## src/rtl/fsmc_pkg.sv

```systemverilog
// ============================================================================
//  Module   : fsmc_pkg
//  Purpose  : Shared types and constants for the FSMC slave bridge.
//  Revision : 1.0
// ============================================================================
`default_nettype none

package fsmc_pkg;

    typedef enum logic [2:0] {
        ST_IDLE   = 3'd0,
        ST_WR_ACT = 3'd1,
        ST_RD_REQ = 3'd2,
        ST_RD_CAP = 3'd3,
        ST_RD_DRV = 3'd4
    } fsmc_state_t;

    localparam int unsigned C_SYNC_STAGES_DEFAULT = 2;

    // {ne, noe, nwe} with every strobe deasserted
    localparam logic [2:0]  C_BUS_IDLE = 3'b111;

endpackage

`default_nettype wire

```

## src/rtl/fsmc_slave_if_if.sv

```systemverilog
// ============================================================================
//  Module   : fsmc_bus_if
//  Purpose  : FSMC pin-side bus bundle; fsmc_nwait exists only when
//             FSMC_NWAIT_EN is defined.
//  Revision : 1.0
// ============================================================================
`default_nettype none

interface fsmc_bus_if #(
    parameter int unsigned p_WIDTH_ADDR = 16,
    parameter int unsigned p_WIDTH_DATA = 16
);
    logic                    fsmc_ne;
    logic                    fsmc_noe;
    logic                    fsmc_nwe;
    logic [p_WIDTH_ADDR-1:0] fsmc_a;
    logic [p_WIDTH_DATA-1:0] fsmc_d_i;
    logic [p_WIDTH_DATA-1:0] fsmc_d_o;
    logic                    fsmc_d_oe;
`ifdef FSMC_NWAIT_EN
    logic                    fsmc_nwait;

    modport master (
        output fsmc_ne, fsmc_noe, fsmc_nwe, fsmc_a, fsmc_d_i,
        input  fsmc_d_o, fsmc_d_oe, fsmc_nwait
    );
    modport slave (
        input  fsmc_ne, fsmc_noe, fsmc_nwe, fsmc_a, fsmc_d_i,
        output fsmc_d_o, fsmc_d_oe, fsmc_nwait
    );
`else
    modport master (
        output fsmc_ne, fsmc_noe, fsmc_nwe, fsmc_a, fsmc_d_i,
        input  fsmc_d_o, fsmc_d_oe
    );
    modport slave (
        input  fsmc_ne, fsmc_noe, fsmc_nwe, fsmc_a, fsmc_d_i,
        output fsmc_d_o, fsmc_d_oe
    );
`endif
endinterface

`default_nettype wire

```

## src/rtl/fsmc_slave_if_sync_bits.sv

```systemverilog
// ============================================================================
//  Module   : sync_bits
//  Purpose  : 3-bit multi-stage synchroniser, preset to the idle bus level.
//  Revision : 1.0
// ============================================================================
`default_nettype none

module sync_bits
    import fsmc_pkg::*;
#(
    parameter int unsigned p_STAGES = C_SYNC_STAGES_DEFAULT
) (
    input  wire logic       clk,
    input  wire logic       rst_n,
    input  wire logic [2:0] d,
    output logic      [2:0] q
);

    logic [p_STAGES-1:0][2:0] stage_q;
    logic [p_STAGES-1:0][2:0] stage_d;

    always_comb begin
        stage_d = {stage_q[p_STAGES-2:0], d};
    end

    // Preset to 1 so a reset never manufactures a strobe edge
    always_ff @(posedge clk) begin
        if (!rst_n) begin
            stage_q <= {p_STAGES{C_BUS_IDLE}};
        end else begin
            stage_q <= stage_d;
        end
    end

    assign q = stage_q[p_STAGES-1];

endmodule

`default_nettype wire

```

## src/rtl/fsmc_slave_if.sv

```systemverilog
// ============================================================================
//  Module   : fsmc_slave_if
//  Purpose  : FSMC async bus to register bank bridge (ren/wen pulses, read
//             data return). Optional wait output under FSMC_NWAIT_EN.
//  Revision : 1.0
// ============================================================================
`default_nettype none

module fsmc_slave_if
    import fsmc_pkg::*;
#(
    parameter int unsigned p_WIDTH_ADDR  = 16,
    parameter int unsigned p_WIDTH_DATA  = 16,
    parameter int unsigned p_SYNC_STAGES = C_SYNC_STAGES_DEFAULT
) (
    input  wire logic                    clk,
    input  wire logic                    rst_n,
    fsmc_bus_if.slave                    bus,
    output logic     [p_WIDTH_ADDR-1:0]  addr,
    output logic     [p_WIDTH_DATA-1:0]  wdata,
    output logic                         wen,
    output logic                         ren,
    input  wire logic [p_WIDTH_DATA-1:0] rdata
);

    logic [2:0] strobe_s;
    logic       ne_s;
    logic       noe_s;
    logic       nwe_s;
    logic       noe_fall;

    fsmc_state_t             state_q,    state_d;
    logic                    noe_prev_q, noe_prev_d;
    logic [p_WIDTH_ADDR-1:0] addr_q,     addr_d;
    logic [p_WIDTH_DATA-1:0] wdata_q,    wdata_d;
    logic [p_WIDTH_DATA-1:0] d_o_q,      d_o_d;
    logic                    d_oe_q,     d_oe_d;
    logic                    wen_q,      wen_d;
    logic                    ren_q,      ren_d;

    sync_bits #(
        .p_STAGES (p_SYNC_STAGES)
    ) u_sync (
        .clk   (clk),
        .rst_n (rst_n),
        .d     ({bus.fsmc_ne, bus.fsmc_noe, bus.fsmc_nwe}),
        .q     (strobe_s)
    );

    assign ne_s     = strobe_s[2];
    assign noe_s    = strobe_s[1];
    assign nwe_s    = strobe_s[0];
    assign noe_fall = noe_prev_q & ~noe_s;

    always_comb begin
        state_d    = state_q;
        noe_prev_d = noe_s;
        addr_d     = addr_q;
        wdata_d    = wdata_q;
        d_o_d      = d_o_q;
        d_oe_d     = d_oe_q;
        wen_d      = 1'b0;
        ren_d      = 1'b0;

        unique case (state_q)
            ST_IDLE: begin
                // Both strobes low is a protocol error and matches neither branch
                if (!ne_s && !nwe_s && noe_s) begin
                    state_d = ST_WR_ACT;
                    addr_d  = bus.fsmc_a;
                end else if (!ne_s && noe_fall && nwe_s) begin
                    state_d = ST_RD_REQ;
                    addr_d  = bus.fsmc_a;
                    ren_d   = 1'b1;
                end
            end
            ST_WR_ACT: begin
                if (!nwe_s) begin
                    wdata_d = bus.fsmc_d_i;
                end
                if (ne_s && !nwe_s) begin
                    state_d = ST_IDLE;
                end else if (nwe_s) begin
                    state_d = ST_IDLE;
                    wen_d   = 1'b1;
                end
            end
            ST_RD_REQ: begin
                state_d = ST_RD_CAP;
            end
            ST_RD_CAP: begin
                // rdata is valid here, one cycle after the ren pulse
                d_o_d   = rdata;
                d_oe_d  = 1'b1;
                state_d = ST_RD_DRV;
            end
            ST_RD_DRV: begin
                if (noe_s || ne_s) begin
                    d_o_d   = '0;
                    d_oe_d  = 1'b0;
                    state_d = ST_IDLE;
                end
            end
            default: begin
                state_d = ST_IDLE;
            end
        endcase
    end

    always_ff @(posedge clk) begin
        if (!rst_n) begin
            state_q    <= ST_IDLE;
            noe_prev_q <= 1'b1;
            addr_q     <= '0;
            wdata_q    <= '0;
            d_o_q      <= '0;
            d_oe_q     <= 1'b0;
            wen_q      <= 1'b0;
            ren_q      <= 1'b0;
        end else begin
            state_q    <= state_d;
            noe_prev_q <= noe_prev_d;
            addr_q     <= addr_d;
            wdata_q    <= wdata_d;
            d_o_q      <= d_o_d;
            d_oe_q     <= d_oe_d;
            wen_q      <= wen_d;
            ren_q      <= ren_d;
        end
    end

    assign addr          = addr_q;
    assign wdata         = wdata_q;
    assign wen           = wen_q;
    assign ren           = ren_q;
    assign bus.fsmc_d_o  = d_o_q;
    assign bus.fsmc_d_oe = d_oe_q;

`ifdef FSMC_NWAIT_EN
    logic nwait_q, nwait_d;

    // Low for the two cycles between the read request and the data going out
    always_comb begin
        nwait_d = !((state_d == ST_RD_REQ) || (state_d == ST_RD_CAP));
    end

    always_ff @(posedge clk) begin
        if (!rst_n) begin
            nwait_q <= 1'b1;
        end else begin
            nwait_q <= nwait_d;
        end
    end

    assign bus.fsmc_nwait = nwait_q;
`endif

endmodule

`default_nettype wire

```

## src/flat_wrapper.sv

```systemverilog
// flat-port wrapper written by rule: the top's interface ports become plain ports
module fsmc_slave_if_flat import fsmc_pkg::*;
#(
    parameter int unsigned p_WIDTH_ADDR  = 16,
    parameter int unsigned p_WIDTH_DATA  = 16,
    parameter int unsigned p_SYNC_STAGES = C_SYNC_STAGES_DEFAULT
)
  (clk, rst_n, addr, wdata, wen, ren, rdata, bus_fsmc_ne, bus_fsmc_noe, bus_fsmc_nwe, bus_fsmc_a, bus_fsmc_d_i, bus_fsmc_d_o, bus_fsmc_d_oe);
  fsmc_bus_if #(.p_WIDTH_ADDR(p_WIDTH_ADDR), .p_WIDTH_DATA(p_WIDTH_DATA)) bus_i ();
  input  wire logic clk;
  input  wire logic rst_n;
  output logic     [p_WIDTH_ADDR-1:0] addr;
  output logic     [p_WIDTH_DATA-1:0] wdata;
  output logic wen;
  output logic ren;
  input  wire logic [p_WIDTH_DATA-1:0] rdata;
  input wire logic [$bits(bus_i.fsmc_ne)-1:0] bus_fsmc_ne;
  input wire logic [$bits(bus_i.fsmc_noe)-1:0] bus_fsmc_noe;
  input wire logic [$bits(bus_i.fsmc_nwe)-1:0] bus_fsmc_nwe;
  input wire logic [$bits(bus_i.fsmc_a)-1:0] bus_fsmc_a;
  input wire logic [$bits(bus_i.fsmc_d_i)-1:0] bus_fsmc_d_i;
  output wire logic [$bits(bus_i.fsmc_d_o)-1:0] bus_fsmc_d_o;
  output wire logic [$bits(bus_i.fsmc_d_oe)-1:0] bus_fsmc_d_oe;
  assign bus_i.fsmc_ne = bus_fsmc_ne;
  assign bus_i.fsmc_noe = bus_fsmc_noe;
  assign bus_i.fsmc_nwe = bus_fsmc_nwe;
  assign bus_i.fsmc_a = bus_fsmc_a;
  assign bus_i.fsmc_d_i = bus_fsmc_d_i;
  assign bus_fsmc_d_o = bus_i.fsmc_d_o;
  assign bus_fsmc_d_oe = bus_i.fsmc_d_oe;
  fsmc_slave_if #(.p_WIDTH_ADDR(p_WIDTH_ADDR), .p_WIDTH_DATA(p_WIDTH_DATA), .p_SYNC_STAGES(p_SYNC_STAGES)) u_core (.clk(clk), .rst_n(rst_n), .bus(bus_i), .addr(addr), .wdata(wdata), .wen(wen), .ren(ren), .rdata(rdata));
endmodule
```

## config.mk

```make
export PLATFORM = sky130hd
export DESIGN_NAME = fsmc_slave_if_flat
export DESIGN_NICKNAME = d
export VERILOG_FILES = /design/src/rtl/fsmc_pkg.sv /design/src/rtl/fsmc_slave_if_if.sv /design/src/rtl/fsmc_slave_if_sync_bits.sv /design/src/rtl/fsmc_slave_if.sv /design/src/flat_wrapper.sv
export SDC_FILE = /design/constraint.sdc
export NUM_CORES = 1
export LEC_CHECK = 0
export CORE_UTILIZATION = 42
export DETAILED_ROUTE_END_ITERATION = 12
export PLACE_DENSITY = 0.86
export SYNTH_ARGS = -nofsm -noshare
export SYNTH_HDL_FRONTEND = slang
export SYNTH_SLANG_ARGS = --single-unit
```

## constraint.sdc

```tcl
create_clock -name clk -period 1.9 [get_ports clk]
set_input_delay 0.38 -clock clk [delete_from_list [all_inputs] [get_ports clk]]
set_output_delay 0.38 -clock clk [all_outputs]
set_load 0.02 [all_outputs]
```

### Word-level counts from Yosys, hierarchy flattened

Cells that the tools add are included.

| operators by class | value |
|---|---|
| eq/ne operators | 7 |
| muxes and demuxes | 14 |
| bitwise gates (word level) | 6 |
| reductions and logical operators | 17 |

Operators by type and width:

| kind | number |
|---|---|
| $mux W16 | 3 |
| $pmux W16 S2 | 1 |
| $mux W3 | 5 |
| $pmux W3 S5 | 1 |
| $eq A3 B2 Y1 const B | 2 |
| $reduce_and A2 Y1 | 3 |
| $reduce_or A3 Y1 | 2 |
| $logic_and A1 B1 Y1 | 5 |
| $not A1 Y1 | 5 |
| $reduce_bool A2 Y1 | 2 |
| $eq A3 B1 Y1 const B | 1 |
| $eq A3 B3 Y1 const B | 1 |
| $logic_not A3 Y1 | 1 |
| $mux W1 | 3 |
| $ne A3 B1 Y1 const B | 1 |
| $ne A3 B2 Y1 const B | 1 |
| $reduce_and A3 Y1 | 1 |
| $logic_not A1 Y1 | 2 |
| $ne A2 B1 Y1 const B | 1 |
| $pmux W1 S2 | 1 |
| $and A1 B1 Y1 | 1 |
| $logic_or A1 B1 Y1 | 1 |

| storage, ports and cells | value |
|---|---|
| bits in registers | 61 |
| input port bits | 53 |
| output and inout port bits | 51 |
| logic and storage cells | 54 |

### Depth between registers and ports, before layout

| logic depth | value |
|---|---|
| depth after elaboration | 7 |
| mapped depth | 6 |

### By module

Synthesis repeated with hierarchy kept, for this count alone.

| unflattened totals | value |
|---|---|
| cells, all modules | 264 |
| area, all modules | 2,416.1 sq um |

Modules (own cells, without submodules):

| module | times used | cells an instance | area an instance (sq um) | seq. area each (sq um) |
|---|---|---|---|---|
| fsmc_slave_if | 1 | 252 | 2,258.4 | 1,101.1 |
| sync_bits | 1 | 12 | 157.7 | 120.1 |

### Worst setup path after synthesis

OpenSTA, ideal clock, no wires.

| path | value |
|---|---|
| path kind | reg2reg |
| from | reg u_core.state_q[0] |
| to | reg u_core.addr_q[0] (netlist: u_core.addr[0]) |
| library setup time | 0.072 ns |
| data arrival time | 1.558 ns |
| data required time | 1.828 ns |
| path slack | 0.270 ns |
| cell stages (with the launch flop) | 6 |
| path through | dfxtp_1 -> buf_2 -> or2_1 -> a2111oi_4 -> buf_6 -> mux2i_1 |

| on the way | value |
|---|---|
| word-level cells in the longest chain between the ends | 2 |

Ends and longest elaborated chain:

| what | line | text |
|---|---|---|
| from (decl) | fsmc_slave_if.sv:32 | `fsmc_state_t state_q, state_d;` |
| from (signal assigned) | fsmc_slave_if.sv:121 | `state_q <= state_d;` |
| $logic_not A3 Y1 | fsmc_slave_if.sv:65 | `unique case (state_q)` |
| $reduce_and A2 Y1 (no source line) | n/a |  |
| to (signal assigned) | fsmc_slave_if.sv:123 | `addr_q <= addr_d;` |
| to (decl) | fsmc_slave_if.sv:34 | `logic [p_WIDTH_ADDR-1:0] addr_q, addr_d;` |

Every way passes these cells.
A chain may end at the register's enable or synchronous reset.

### Worst setup path in the final report

| path | value |
|---|---|
| from | reg u_core.addr_q[0] (netlist: u_core.addr[0]) |
| to | out addr[0] |

RTL lines:

| what | line | text |
|---|---|---|
| to (decl) | flat_wrapper.sv:12 | `output logic [p_WIDTH_ADDR-1:0] addr;` |

No word-level cell between the ends.

==> flow_summary.rst <==
.. list-table::
   :header-rows: 1

   * - Metric
     - Value
   * - Top Family by Delay on Critical Path
     - buffers and inverters
   * - Least setup slack across all paths after layout
     - 234 ps
   * - Initial core utilization
     - 43.5%
   * - Critical-path maximum fanout
     - 2
   * - Buffers on Ports
     - 103
   * - Hold_ws
     - 407 ps
   * - Antenna violation net count after detailed routing
     - 0
   * - Number of detailed-routing iterations run before antenna repair
     - 4
   * - Number of design rule violations left after detail routing
     - 0
   * - Resize count post-CTS
     - 0
   * - Global-route congestion overflow total
     - 0
   * - Longest Clk Path Bufs
     - 2
   * - CTS tree
     - yes
   * - Vias after detailed routing
     - 2159
   * - Max Clock Freq
     - 600 MHz
   * - Overall power after layout
     - 2.48 mW
   * - Worst-margin pin slew
     - 567 ps
   * - Final clock skew
     - 6.81 ps
   * - Total I/O pin count
     - 104
   * - Post-route cell area
     - 3660 um2
   * - Die footprint
     - 6010 um2
   * - Slowest Stage Delay on Critical Path
     - 620 ps
   * - Growth of design area from synthesis to finish
     - 52.9%
   * - Clock latency reported for the late side of the worst-skew pair
     - 320 ps
   * - Yosys Warn Count
     - 0
   * - Pre-CTS setup slack
     - 247 ps
   * - Clock-pin slew on the worst setup and hold paths
     - 60 ps
   * - Power density relative to cell area
     - 676 nW/um2
   * - H-tree depth
     - 3
   * - Initial detailed-routing violation count
     - 83
   * - Critical Path End Type
     - primary output
   * - Setup repair bufs after CTS
     - 0
   * - Routability-driven placement congestion ratio
     - 0.737
   * - Final Hold Violating Endpoints
     - 0
   * - Average vias per placed instance
     - 4.93
   * - Vias in the first global route
     - 1951
   * - Switching share of power
     - 20.6%
   * - Part of the total power dissipated in the clock network
     - 39.8%
   * - Net switching power of the design
     - 509 uW
   * - Fin crit share
     - 87.7%
   * - Fraction of final layout cells with drive strength greater than 1
     - 6.28%
   * - Post-detailed-placement cell area
     - 3490 um2
   * - Die Wd
     - 77.5 um
   * - Synth cell types
     - 28
   * - Ordered list of cells on the worst path
     - clkdlybuf4s50_1
   * - Category of the worst setup path launch point
     - register
   * - Total wirelength of the detailed-routed design
     - 5.45 mm
   * - Number of synthesized register bits
     - 61
   * - RSZ-0062 raised after global routing
     - false
   * - Final Max Tran Viols
     - 0
   * - Antenna violations before repair
     - 0
   * - Per-cell routed wire length
     - 12.4 um
   * - Sinks on Clock Net
     - 61
   * - Commonest non-fill, non-tap cells in the layout
     - sky130_fd_sc_hd__clkdlybuf4s50_1, sky130_fd_sc_hd__nand2_1, sky130_fd_sc_hd__dfxtp_1, sky130_fd_sc_hd__a21boi_0
   * - GRT Overall Usage
     - 18.2%
   * - Worst slew margin
     - 62.2%
   * - Seq/Total Area, Yosys
     - 51.0%
   * - Pin count of the biggest net entering global routing
     - 31
   * - Setup total negative slack
     - 0 ps
   * - Average instance area after synthesis
     - 9.18 um2
   * - Critical Path Slowest Stage Cell
     - sky130_fd_sc_hd__clkdlybuf4s50_1
   * - Antenna Diode Count
     - 0
   * - Max cap viols
     - 0
   * - Data required, critical path
     - 1520 ps
   * - Classification of the worst-slack hold path
     - register to register
   * - Combined area of all synthesized cells
     - 2390 um2
   * - Leading cell type in the layout, fill and taps excluded
     - sky130_fd_sc_hd__clkdlybuf4s50_1
   * - Power share of the sequential group
     - 52.5%
   * - Logic gate share of total power
     - 7.7%
   * - Peak VDD IR
     - 387 uV
   * - Core outline area
     - 5510 um2
   * - Setup violation total in the final timing report
     - 0
   * - Die Ht
     - 77.5 um
   * - Minimum clock period after layout
     - 1670 ps
   * - Run status
     - finished, final reports clean
   * - First-pass GRT wire length
     - 8.71 mm
   * - Cell row count
     - 27
   * - # nets final
     - 414
   * - Synth Net Count
     - 314
   * - Critical path class
     - register to primary output
   * - Int Pwr
     - 1.97 mW
   * - Final HPWL DP
     - 3.74 mm
   * - Synthesized instance count
     - 261
   * - WP data arrival
     - 1290 ps
   * - Buffer type at the clock tree root
     - sky130_fd_sc_hd__clkbuf_8
   * - Total CTS buffers
     - 9
   * - P_leak
     - 1.25 nW
   * - Critical path buffer and inverter count
     - 1
   * - Total of hold buffers inserted after clock tree synthesis
     - 0
flip-flops by register name, summed over array words and instances (netlist names):
signal                 flops
u_core.u_sync.stage_d      3
u_core.state_q             3
u_core.noe_prev_q          1
u_core.u_sync.q            3
u_core.wen                 1
u_core.ren                 1
u_core.wdata              16
u_core.bus.fsmc_d_oe       1
u_core.bus.fsmc_d_o       16
u_core.addr               16
path summary, 6_finish.rpt:
kind | end | from | cells after the start | slack (ps)
worst min register to register | u_core.u_sync.q[2] | u_core.u_sync.stage_d[5] | 1 | 410
worst min-delay path | u_core.u_sync.q[2] | u_core.u_sync.stage_d[5] | 1 | 410
worst max register to register | u_core.addr[0] | u_core.state_q[0] | 4 | 260
worst max-delay path | addr[0] | u_core.addr[0] | 1 | 230
synthesized netlist by cell type:
| library cell | instances | share of area, % |
|---|---|---|
| sky130_fd_sc_hd__a21oi_1 | 2 | 0.42 |
| sky130_fd_sc_hd__a21o_1 | 1 | 0.31 |
| sky130_fd_sc_hd__nand3b_1 | 2 | 0.63 |
| sky130_fd_sc_hd__buf_2 | 2 | 0.42 |
| sky130_fd_sc_hd__or2_1 | 1 | 0.26 |
| sky130_fd_sc_hd__nand2b_1 | 9 | 2.4 |
| sky130_fd_sc_hd__o21ai_0 | 1 | 0.21 |
| sky130_fd_sc_hd__mux2i_1 | 16 | 6.7 |
| sky130_fd_sc_hd__inv_1 | 1 | 0.16 |
| sky130_fd_sc_hd__a2111oi_4 | 1 | 1.1 |
| sky130_fd_sc_hd__nor2_1 | 2 | 0.31 |
| sky130_fd_sc_hd__o21a_1 | 1 | 0.31 |
| sky130_fd_sc_hd__a21boi_1 | 16 | 5.0 |
| sky130_fd_sc_hd__nor4b_2 | 1 | 0.63 |
| sky130_fd_sc_hd__clkbuf_1 | 19 | 3.0 |
| sky130_fd_sc_hd__nand2_1 | 82 | 13 |
| sky130_fd_sc_hd__dfxtp_1 | 61 | 51 |
| sky130_fd_sc_hd__nor4b_1 | 1 | 0.37 |
| sky130_fd_sc_hd__nor4_1 | 1 | 0.26 |
| sky130_fd_sc_hd__or4_1 | 1 | 0.31 |
| sky130_fd_sc_hd__nor3_1 | 2 | 0.42 |
| sky130_fd_sc_hd__buf_6 | 1 | 0.47 |
| sky130_fd_sc_hd__a31oi_1 | 1 | 0.26 |
| sky130_fd_sc_hd__or4b_1 | 1 | 0.42 |
| sky130_fd_sc_hd__nand4_1 | 1 | 0.26 |
| sky130_fd_sc_hd__o311ai_0 | 16 | 5.9 |
| sky130_fd_sc_hd__and3b_1 | 1 | 0.37 |
| sky130_fd_sc_hd__a21boi_0 | 17 | 5.3 |
routing by layer:
metal | share of wire, % | up-vias | global-route usage (%)
met1 | 47 | 987 | 21.7
met5 | 0 | - | 0
met3 | 5.8 | 8 | 4.59
met4 | 1.4 | 0 | 9.06
li1 | - | 1092 | -
met2 | 46 | 72 | 30.1
layout make-up:
cell class | count | area [um2]
well taps | 72 | 90.1
clock inverters | 1 | 5.00
clock buffers | 15 | 166
flip-flops and latches | 61 | 1220
inverters | 1 | 3.75
repair buffers | 111 | 1100
multi-input cells | 177 | 1080
fillers | 449 | 1840
stage by stage:
stage	cells	util (%)
after CTS	438	66.5
after global placement	422	63.4
after global routing	438	66.5
after detailed placement	422	63.4
final	438	66.5
after floorplan	261	-
logic make-up after synthesis:
group | synth area share [%]
simple gates | 19.4
flops | 51.0
compound gates | 18.9
buf+inv | 4.02
mux | 6.69
power groups by stage:
stage	logic [mW]	clock network (mW)	registers (mW)
2_1_floorplan	0.0582	0	1.33
3_3_place_gp	0.192	0	1.33
3_5_place_dp	0.192	0	1.33
4_1_cts	0.193	1.01	1.30
5_1_grt	0.207	1.09	1.30
6_report	0.191	0.985	1.30
Power figures use the tool's default switching activity.
